==> config.mk <==
export PLATFORM = sky130hd
export DESIGN_NAME = mpi_rx_rendezvous
export DESIGN_NICKNAME = d
export VERILOG_FILES = /design/src/rtl/mpi_pkg.sv /design/src/rtl/mpi_hdr_match.sv /design/src/rtl/mpi_rx_rendezvous.sv
export SDC_FILE = /design/constraint.sdc
export NUM_CORES = 1
export LEC_CHECK = 0
export BUFFER_PORTS_ARGS = -buffer_cell sky130_fd_sc_hd__buf_4
export CAP_MARGIN = 30
export CORE_MARGIN = 5
export CORE_UTILIZATION = 50
export CTS_CLUSTER_DIAMETER = 40
export CTS_CLUSTER_SIZE = 14
export DETAILED_ROUTE_END_ITERATION = 7
export PLACE_DENSITY = 0.82
export SLEW_MARGIN = 20
export SYNTH_ARGS = -nofsm -noshare
export SYNTH_HDL_FRONTEND = slang
export SYNTH_SLANG_ARGS = --single-unit
==> constraint.sdc <==
create_clock -name clk -period 5 [get_ports clk]
set_input_delay 1 -clock clk [delete_from_list [all_inputs] [get_ports clk]]
set_output_delay 1 -clock clk [all_outputs]
set_load 0.005 [all_outputs]
==> src/rtl/mpi_pkg.sv <==
// Shared definitions for the MPI rendezvous receive path: packet types,
// header layout and the receive FSM states.
package mpi_pkg;

  localparam logic [7:0] SYNC_ENV               = 8'd0;
  localparam logic [7:0] CLR2SND                = 8'd1;
  localparam logic [7:0] DATA                   = 8'd2;
  localparam logic [7:0] ASYNC_ENV              = 8'd3;
  localparam logic [7:0] RECV_ERROR             = 8'd4;
  localparam logic [7:0] DATA_TRANSMISSION_DONE = 8'd5;

  localparam logic [7:0] MPI_VERSION = 8'd1;

  // First beat of every frame; field order is MSB first.
  typedef struct packed {
    logic [7:0]  version;
    logic [7:0]  tag;
    logic [15:0] size;
    logic [7:0]  pkt_type;
    logic [7:0]  src_rank;
    logic [15:0] dst_rank;
  } mpi_hdr_t;

  typedef enum logic [2:0] {
    ST_IDLE,
    ST_WAIT_ENV,
    ST_DRAIN_ENV,
    ST_REPLY_CTS,
    ST_WAIT_DATA,
    ST_PAYLOAD,
    ST_REPLY_FIN,
    ST_DROP
  } state_t;

  function automatic logic [3:0] popcount8(input logic [7:0] v);
    logic [3:0] n;
    n = '0;
    for (int i = 0; i < 8; i++) n = n + 4'(v[i]);
    return n;
  endfunction

endpackage

==> src/rtl/mpi_hdr_match.sv <==
// Combinational header decode: compares a header beat against the expected
// packet type, our rank, the posted source rank and the protocol version.
module mpi_hdr_match
  import mpi_pkg::*;
(
  input  logic [63:0] hdr,
  input  logic [7:0]  exp_type,
  input  logic [15:0] local_rank,
  input  logic [7:0]  src,
  output logic        match,
  output logic [15:0] size
);

  mpi_hdr_t h;
  logic     unused_tag;

  assign h          = mpi_hdr_t'(hdr);
  assign unused_tag = ^h.tag;

  assign match = (h.pkt_type == exp_type)   &&
                 (h.dst_rank == local_rank) &&
                 (h.src_rank == src)        &&
                 (h.version  == MPI_VERSION);
  assign size  = h.size;

endmodule

==> src/rtl/mpi_rx_rendezvous.sv <==
// Receive side of the MPI rendezvous protocol: matches the sync envelope,
// requests CLR2SND, streams the payload to the kernel and requests DONE/ERROR.
module mpi_rx_rendezvous
  import mpi_pkg::*;
#(
  parameter int DROP_CNT_W  = 16,
  parameter int MAX_BYTES_W = 16
) (
  input  logic                  clk,
  input  logic                  aresetn,
  input  logic [15:0]           local_rank,
  input  logic                  recv_req_valid,
  output logic                  recv_req_ready,
  input  logic [7:0]            recv_req_src,
  input  logic [63:0]           s_axis_data,
  input  logic [7:0]            s_axis_keep,
  input  logic                  s_axis_last,
  input  logic                  s_axis_valid,
  output logic                  s_axis_ready,
  output logic [63:0]           m_axis_data,
  output logic [7:0]            m_axis_keep,
  output logic                  m_axis_last,
  output logic                  m_axis_valid,
  input  logic                  m_axis_ready,
  output logic                  reply_valid,
  input  logic                  reply_ready,
  output logic [7:0]            reply_type,
  output logic [15:0]           reply_dst_rank,
  output logic [15:0]           reply_size,
  output logic                  recv_done,
  output logic                  recv_error,
  output logic [DROP_CNT_W-1:0] drop_count
);

  state_t                 state_q, state_d, ret_q, ret_d;
  logic                   active_q;
  logic                   mid_frame_q;
  logic [7:0]             src_q;
  logic [MAX_BYTES_W-1:0] size_q, byte_cnt_q, cnt_sum;
  logic [MAX_BYTES_W:0]   cnt_wide;
  logic                   sat_q, sat_sum, fin_err;
  logic                   reply_valid_q;
  logic [7:0]             reply_type_q, reply_type_d;
  logic [15:0]            reply_size_q, reply_size_d;
  logic                   done_q, error_q;
  logic [DROP_CNT_W-1:0]  drop_cnt_q;

  logic        s_ready, beat, hdr_beat, hdr_ok;
  logic [15:0] hdr_size;
  logic [7:0]  exp_type;
  logic        src_load, size_load, cnt_clr, cnt_upd, drop_inc;
  logic        reply_load, reply_clr, fin_accept;

  assign exp_type = (state_q == ST_WAIT_DATA) ? DATA : SYNC_ENV;

  mpi_hdr_match u_hdr_match (
    .hdr       (s_axis_data),
    .exp_type  (exp_type),
    .local_rank(local_rank),
    .src       (src_q),
    .match     (hdr_ok),
    .size      (hdr_size)
  );

  // active_q keeps both ready outputs low in the first cycle out of reset.
  always_comb begin
    // NOTE: the default branch gives s_ready a value in every state, so no latch is inferred.
    unique case (state_q)
      ST_IDLE, ST_WAIT_ENV, ST_DRAIN_ENV, ST_WAIT_DATA, ST_DROP: s_ready = active_q;
      ST_PAYLOAD: s_ready = m_axis_ready;
      default:    s_ready = 1'b0;
    endcase
  end

  assign beat     = s_axis_valid && s_ready;
  assign hdr_beat = beat && !mid_frame_q;

  // Byte counter sticks at all-ones; any overflow forces an error reply.
  assign cnt_wide = {1'b0, byte_cnt_q} + (MAX_BYTES_W+1)'(popcount8(s_axis_keep));
  assign cnt_sum  = cnt_wide[MAX_BYTES_W] ? '1 : cnt_wide[MAX_BYTES_W-1:0];
  assign sat_sum  = sat_q || cnt_wide[MAX_BYTES_W];
  assign fin_err  = sat_sum || (cnt_sum != size_q);

  always_comb begin
    state_d      = state_q;
    ret_d        = ret_q;
    src_load     = 1'b0;
    size_load    = 1'b0;
    cnt_clr      = 1'b0;
    cnt_upd      = 1'b0;
    drop_inc     = 1'b0;
    reply_load   = 1'b0;
    reply_clr    = 1'b0;
    fin_accept   = 1'b0;
    reply_type_d = reply_type_q;
    reply_size_d = reply_size_q;

    unique case (state_q)
      ST_IDLE: begin
        if (hdr_beat) drop_inc = 1'b1;
        if (recv_req_valid && active_q) begin
          src_load = 1'b1;
          // A frame still open after this cycle must be flushed before matching.
          if (beat ? !s_axis_last : mid_frame_q) begin
            state_d = ST_DROP;
            ret_d   = ST_WAIT_ENV;
          end else begin
            state_d = ST_WAIT_ENV;
          end
        end
      end

      ST_WAIT_ENV: begin
        if (hdr_beat) begin
          if (hdr_ok) begin
            size_load = 1'b1;
            if (s_axis_last) begin
              state_d      = ST_REPLY_CTS;
              reply_load   = 1'b1;
              reply_type_d = CLR2SND;
              reply_size_d = hdr_size;
            end else begin
              state_d = ST_DRAIN_ENV;
            end
          end else begin
            drop_inc = 1'b1;
            if (!s_axis_last) begin
              state_d = ST_DROP;
              ret_d   = ST_WAIT_ENV;
            end
          end
        end
      end

      ST_DRAIN_ENV: begin
        if (beat && s_axis_last) begin
          state_d      = ST_REPLY_CTS;
          reply_load   = 1'b1;
          reply_type_d = CLR2SND;
          reply_size_d = 16'(size_q);
        end
      end

      ST_REPLY_CTS: begin
        if (reply_valid_q && reply_ready) begin
          reply_clr = 1'b1;
          state_d   = ST_WAIT_DATA;
        end
      end

      ST_WAIT_DATA: begin
        if (hdr_beat) begin
          if (hdr_ok) begin
            size_load = 1'b1;
            cnt_clr   = 1'b1;
            if (s_axis_last) begin
              state_d      = ST_REPLY_FIN;
              reply_load   = 1'b1;
              reply_type_d = (hdr_size == 16'd0) ? DATA_TRANSMISSION_DONE : RECV_ERROR;
              reply_size_d = 16'd0;
            end else begin
              state_d = ST_PAYLOAD;
            end
          end else begin
            drop_inc = 1'b1;
            if (!s_axis_last) begin
              state_d = ST_DROP;
              ret_d   = ST_WAIT_DATA;
            end
          end
        end
      end

      ST_PAYLOAD: begin
        if (beat) begin
          cnt_upd = 1'b1;
          if (s_axis_last) begin
            state_d      = ST_REPLY_FIN;
            reply_load   = 1'b1;
            reply_type_d = fin_err ? RECV_ERROR : DATA_TRANSMISSION_DONE;
            reply_size_d = 16'd0;
          end
        end
      end

      ST_REPLY_FIN: begin
        if (reply_valid_q && reply_ready) begin
          reply_clr  = 1'b1;
          fin_accept = 1'b1;
          state_d    = ST_IDLE;
        end
      end

      ST_DROP: begin
        if (beat && s_axis_last) state_d = ret_q;
      end

      default: state_d = ST_IDLE;
    endcase
  end

  // NOTE: state registers use non-blocking assignments so every flop samples pre-edge values.
  always_ff @(posedge clk or negedge aresetn) begin
    if (!aresetn) begin
      state_q     <= ST_IDLE;
      ret_q       <= ST_IDLE;
      active_q    <= 1'b0;
      mid_frame_q <= 1'b0;
    end else begin
      state_q  <= state_d;
      ret_q    <= ret_d;
      active_q <= 1'b1;
      if (beat) mid_frame_q <= !s_axis_last;
    end
  end

  always_ff @(posedge clk or negedge aresetn) begin
    if (!aresetn) begin
      src_q      <= '0;
      size_q     <= '0;
      byte_cnt_q <= '0;
      sat_q      <= 1'b0;
    end else begin
      if (src_load)  src_q  <= recv_req_src;
      if (size_load) size_q <= MAX_BYTES_W'(hdr_size);
      if (cnt_clr) begin
        byte_cnt_q <= '0;
        sat_q      <= 1'b0;
      end else if (cnt_upd) begin
        byte_cnt_q <= cnt_sum;
        sat_q      <= sat_sum;
      end
    end
  end

  // Reply fields only change on load, so they hold while stalled by reply_ready.
  always_ff @(posedge clk or negedge aresetn) begin
    if (!aresetn) begin
      reply_valid_q <= 1'b0;
      reply_type_q  <= '0;
      reply_size_q  <= '0;
      done_q        <= 1'b0;
      error_q       <= 1'b0;
    end else begin
      if (reply_load) begin
        reply_valid_q <= 1'b1;
        reply_type_q  <= reply_type_d;
        reply_size_q  <= reply_size_d;
      end else if (reply_clr) begin
        reply_valid_q <= 1'b0;
      end
      done_q  <= fin_accept;
      error_q <= fin_accept && (reply_type_q == RECV_ERROR);
    end
  end

  always_ff @(posedge clk or negedge aresetn) begin
    if (!aresetn) begin
      drop_cnt_q <= '0;
    end else if (drop_inc && (drop_cnt_q != '1)) begin
      drop_cnt_q <= drop_cnt_q + DROP_CNT_W'(1);
    end
  end

  assign recv_req_ready = active_q && (state_q == ST_IDLE);
  assign s_axis_ready   = s_ready;

  assign m_axis_valid = (state_q == ST_PAYLOAD) && s_axis_valid;
  assign m_axis_data  = s_axis_data;
  assign m_axis_keep  = s_axis_keep;
  assign m_axis_last  = s_axis_last;

  assign reply_valid    = reply_valid_q;
  assign reply_type     = reply_type_q;
  assign reply_size     = reply_size_q;
  assign reply_dst_rank = {8'd0, src_q};

  assign recv_done  = done_q;
  assign recv_error = error_q;
  assign drop_count = drop_cnt_q;

endmodule
==> qor.yml <==
global_route:
  grt_max_degree: 50
  first_global_vias: 5007
  grt.overflow.total: 0
  antenna_found_initial: 0
  grt.total_usage: 0.230
  grt_pass1_wl_mm: 26.6
die:
  die_w_um: 120
  io_pins: 238
  die_h_um: 120
  initial_core_util: 0.504
  core-area_um2: 11900
  dieArea_um2: 14300
  num_rows: 40
drt:
  vias: 5261
  viasPerCell: 5.50
  wire_per_inst_um: 17.3
  detail_route.first_pass.iterations: 5
  drc: 0
  ant_nets: 0
  drtIter0Drc: 384
  wl_mm: 16.5
worst_setup_path:
  critPathMaxStageDelay_ns: 0.53
  end_kind: "register"
  cp_data_required_time_ns: 5.28
  cp_top_family: "adder cells"
  worst-path-buf-inv: 4
  path_cells: "buf_4 -> fa_1 -> inv_1 -> fa_1 -> fa_1 -> fa_1 -> inv_1 -> fa_1 -> nand3_1 -> a211o_1 -> nor2_1 -> buf_4 -> o211a_1 -> a21oi_1 -> a2111oi_0 -> nand4_1 -> o21ai_1"
  critPathArrivalTime_ns: 5.04
  cp_max_fo: 4
  startpoint_type: "input port"
  worstSetupPathType: "in2reg"
  crit_top_cell: "fa_1"
  slowest_stage: "fa_1"
synthesis:
  syn-cell-area_um2: 6010
  synth_common_cells: "88 x buf_4, 85 x dfrtp_1, 62 x nor2_1"
  synth_area_leaders: "dfrtp_1 35%, buf_4 11%, xnor2_1 5.2%"
  ys_ff_latch: 85
  yosysTopAreaCellShare: 0.354
  synth_flop_cell: "dfrtp_1"
  synth_enable_flop_cells: 0
  ys_types: 64
  synth_area_per_cell_um2: 8.88
  synth_cells: 676
  yosys_warnings: 0
  synthArstFlopShare: 1.00
  ys_seq_area_frac: 0.354
  synth_largest_area_cell: "dfrtp_1"
  post-synth-top-count-cell: "buf_4"
sta:
  relSlewSlack: 0.458
  fmax_ghz: 0.210
  fin_crit_sh: 0.952
  worstMarginPinSlew_ns: 0.811
  finClkSkew_ns: 0.00980
  setup_slack_ns: 0.238
  setup_viol: 0
  final_hold_viol_count: 0
  drv_slew: 0
  rsz0062_at_grt: "no"
  fin_crit_ns: 4.76
final_layout:
  multi_input_comb_area_um2: 3080
  n_fill_cell: 1046
  layout-drive-gt1-share: 0.331
  area_delta_synth_final_pct: 23.4
  ff_latch_area_um2: 2130
  num_antenna_cells: 0
  utilization: 0.622
  nets: 919
place:
  place_ws_ns: -0.143
  post-dp-hpwl_mm: 12.9
  portBuffers: 207
  gp_congestion: 0.905
clock_tree:
  cts_hold_buf: 0
  tritoncts: "yes"
  numCtsBuffers: 9
  htree_levels: 3
  clkSinkCount: 85
  cts-root-buf: "clkbuf_16"
  ctsResizeCount: 0
  cts_setup_buffers: 0
  clock_path_buffers: 2
  clock_latency_ns: 0.35
  path_clk_slew_ns: 0.07
pwr:
  power_leakage_nw: 3.56
  ir_drop_mv: 0.288
  power_density_nw_per_um2: 425
flow_run:
  maxCapViolations: 0
min_path:
  min_path_type: "reg2reg"
status:
  status: "completed"
-- per-stage QoR --
step                power [mW]  TNS (ns)  hold slack (ns)  instance area [um^2]  instances
floorplan                 1.96         0            0.451                  6050        689
global placement          2.46  -0.00213            0.473                  7110        940
detailed placement        2.48    -0.143            0.479                  7110        940
CTS                       3.17         0            0.492                  7410        956
global route              3.39         0            0.522                  7410        956
finish                    3.15         0            0.489                  7410        956
-- sequential cells by signal, indices dropped and copies added (netlist names), 2 cells and up --
name,count
byte_cnt_q,16
drop_count,16
reply_size,16
reply_type,2
ret_q,2
size_q,16
src_q,8
state_q,3
-- final timing paths --
check,startpoint,to,slack (ns),cells after the start
worst max register to register,byte_cnt_q[0],reply_type[0],1.15,15
worst min-delay path,reply_type[0],recv_error,0.49,1
worst max-delay path,s_axis_keep[0],reply_type[0],0.24,17
max in group asynchronous,aresetn,src_q[1],3.41,2
worst min register to register,reply_type[0],recv_error,0.49,1
min in group asynchronous,aresetn,byte_cnt_q[0],0.61,1
-- cells by family (layout without fill, tap and decap cells) --
| family | after synthesis | in the layout | synth area share |
|---|---|---|---|
| compound gates | 105 | 105 | 0.111 |
| xor+xnor | 57 | 57 | 0.0856 |
| fa+ha+maj | 14 | 14 | 0.0348 |
| buf+inv | 135 | 255 | 0.143 |
| flops | 85 | 85 | 0.354 |
| mux | 35 | 35 | 0.0642 |
| other cells | 2 | 15 | 0.00125 |
| simple gates | 243 | 243 | 0.206 |
-- final cells by class --
class / instances / share of cell area
multi-input combinational: 469 / 0.415
sequential: 85 / 0.287
timing repair buffer: 220 / 0.223
clock buffer: 9 / 0.0304
tap: 147 / 0.0248
clock inverter: 7 / 0.00996
inverter: 19 / 0.00962
-- cell usage in the layout, fill, tap and decap left out, types with 34 or more instances in the layout --
cell,netlist,routed
a21oi_1,34,34
buf_4,88,220
dfrtp_1,85,85
nand2_1,50,50
nand3_1,41,41
nor2_1,62,62
xnor2_1,36,36
-- worst reg2reg max path: stages, from the launching register on --
cell and delay, ns:
dfrtp_1 0.35, inv_1 0.06, fa_1 0.52, fa_1 0.43
fa_1 0.41, inv_1 0.09, fa_1 0.18, nand3_1 0.15
a211o_1 0.31, nor2_1 0.25, buf_4 0.18, o211a_1 0.15
a21oi_1 0.04, a2111oi_0 0.41, nand4_1 0.14, o21ai_1 0.13
-- layer usage --
metal  vias to the layer above  part of all wire  GRT usage
met1                      2528              0.45      0.327
met2                       190              0.46      0.357
met3                        20             0.069     0.0471
li1                       2523                 -          -
met4                         0             0.014     0.0673
met5                         -                 0          0
-- power by group --
group	switching (mW)	leakage, nW	total (mW)	internal, mW
clock network	0.284	0.146	0.673	0.389
registers	0.172	1.10	1.02	0.852
logic	0.750	2.31	1.45	0.703
total	1.21	3.56	3.15	1.94
No activity file was read; power rests on OpenSTA's default activity.
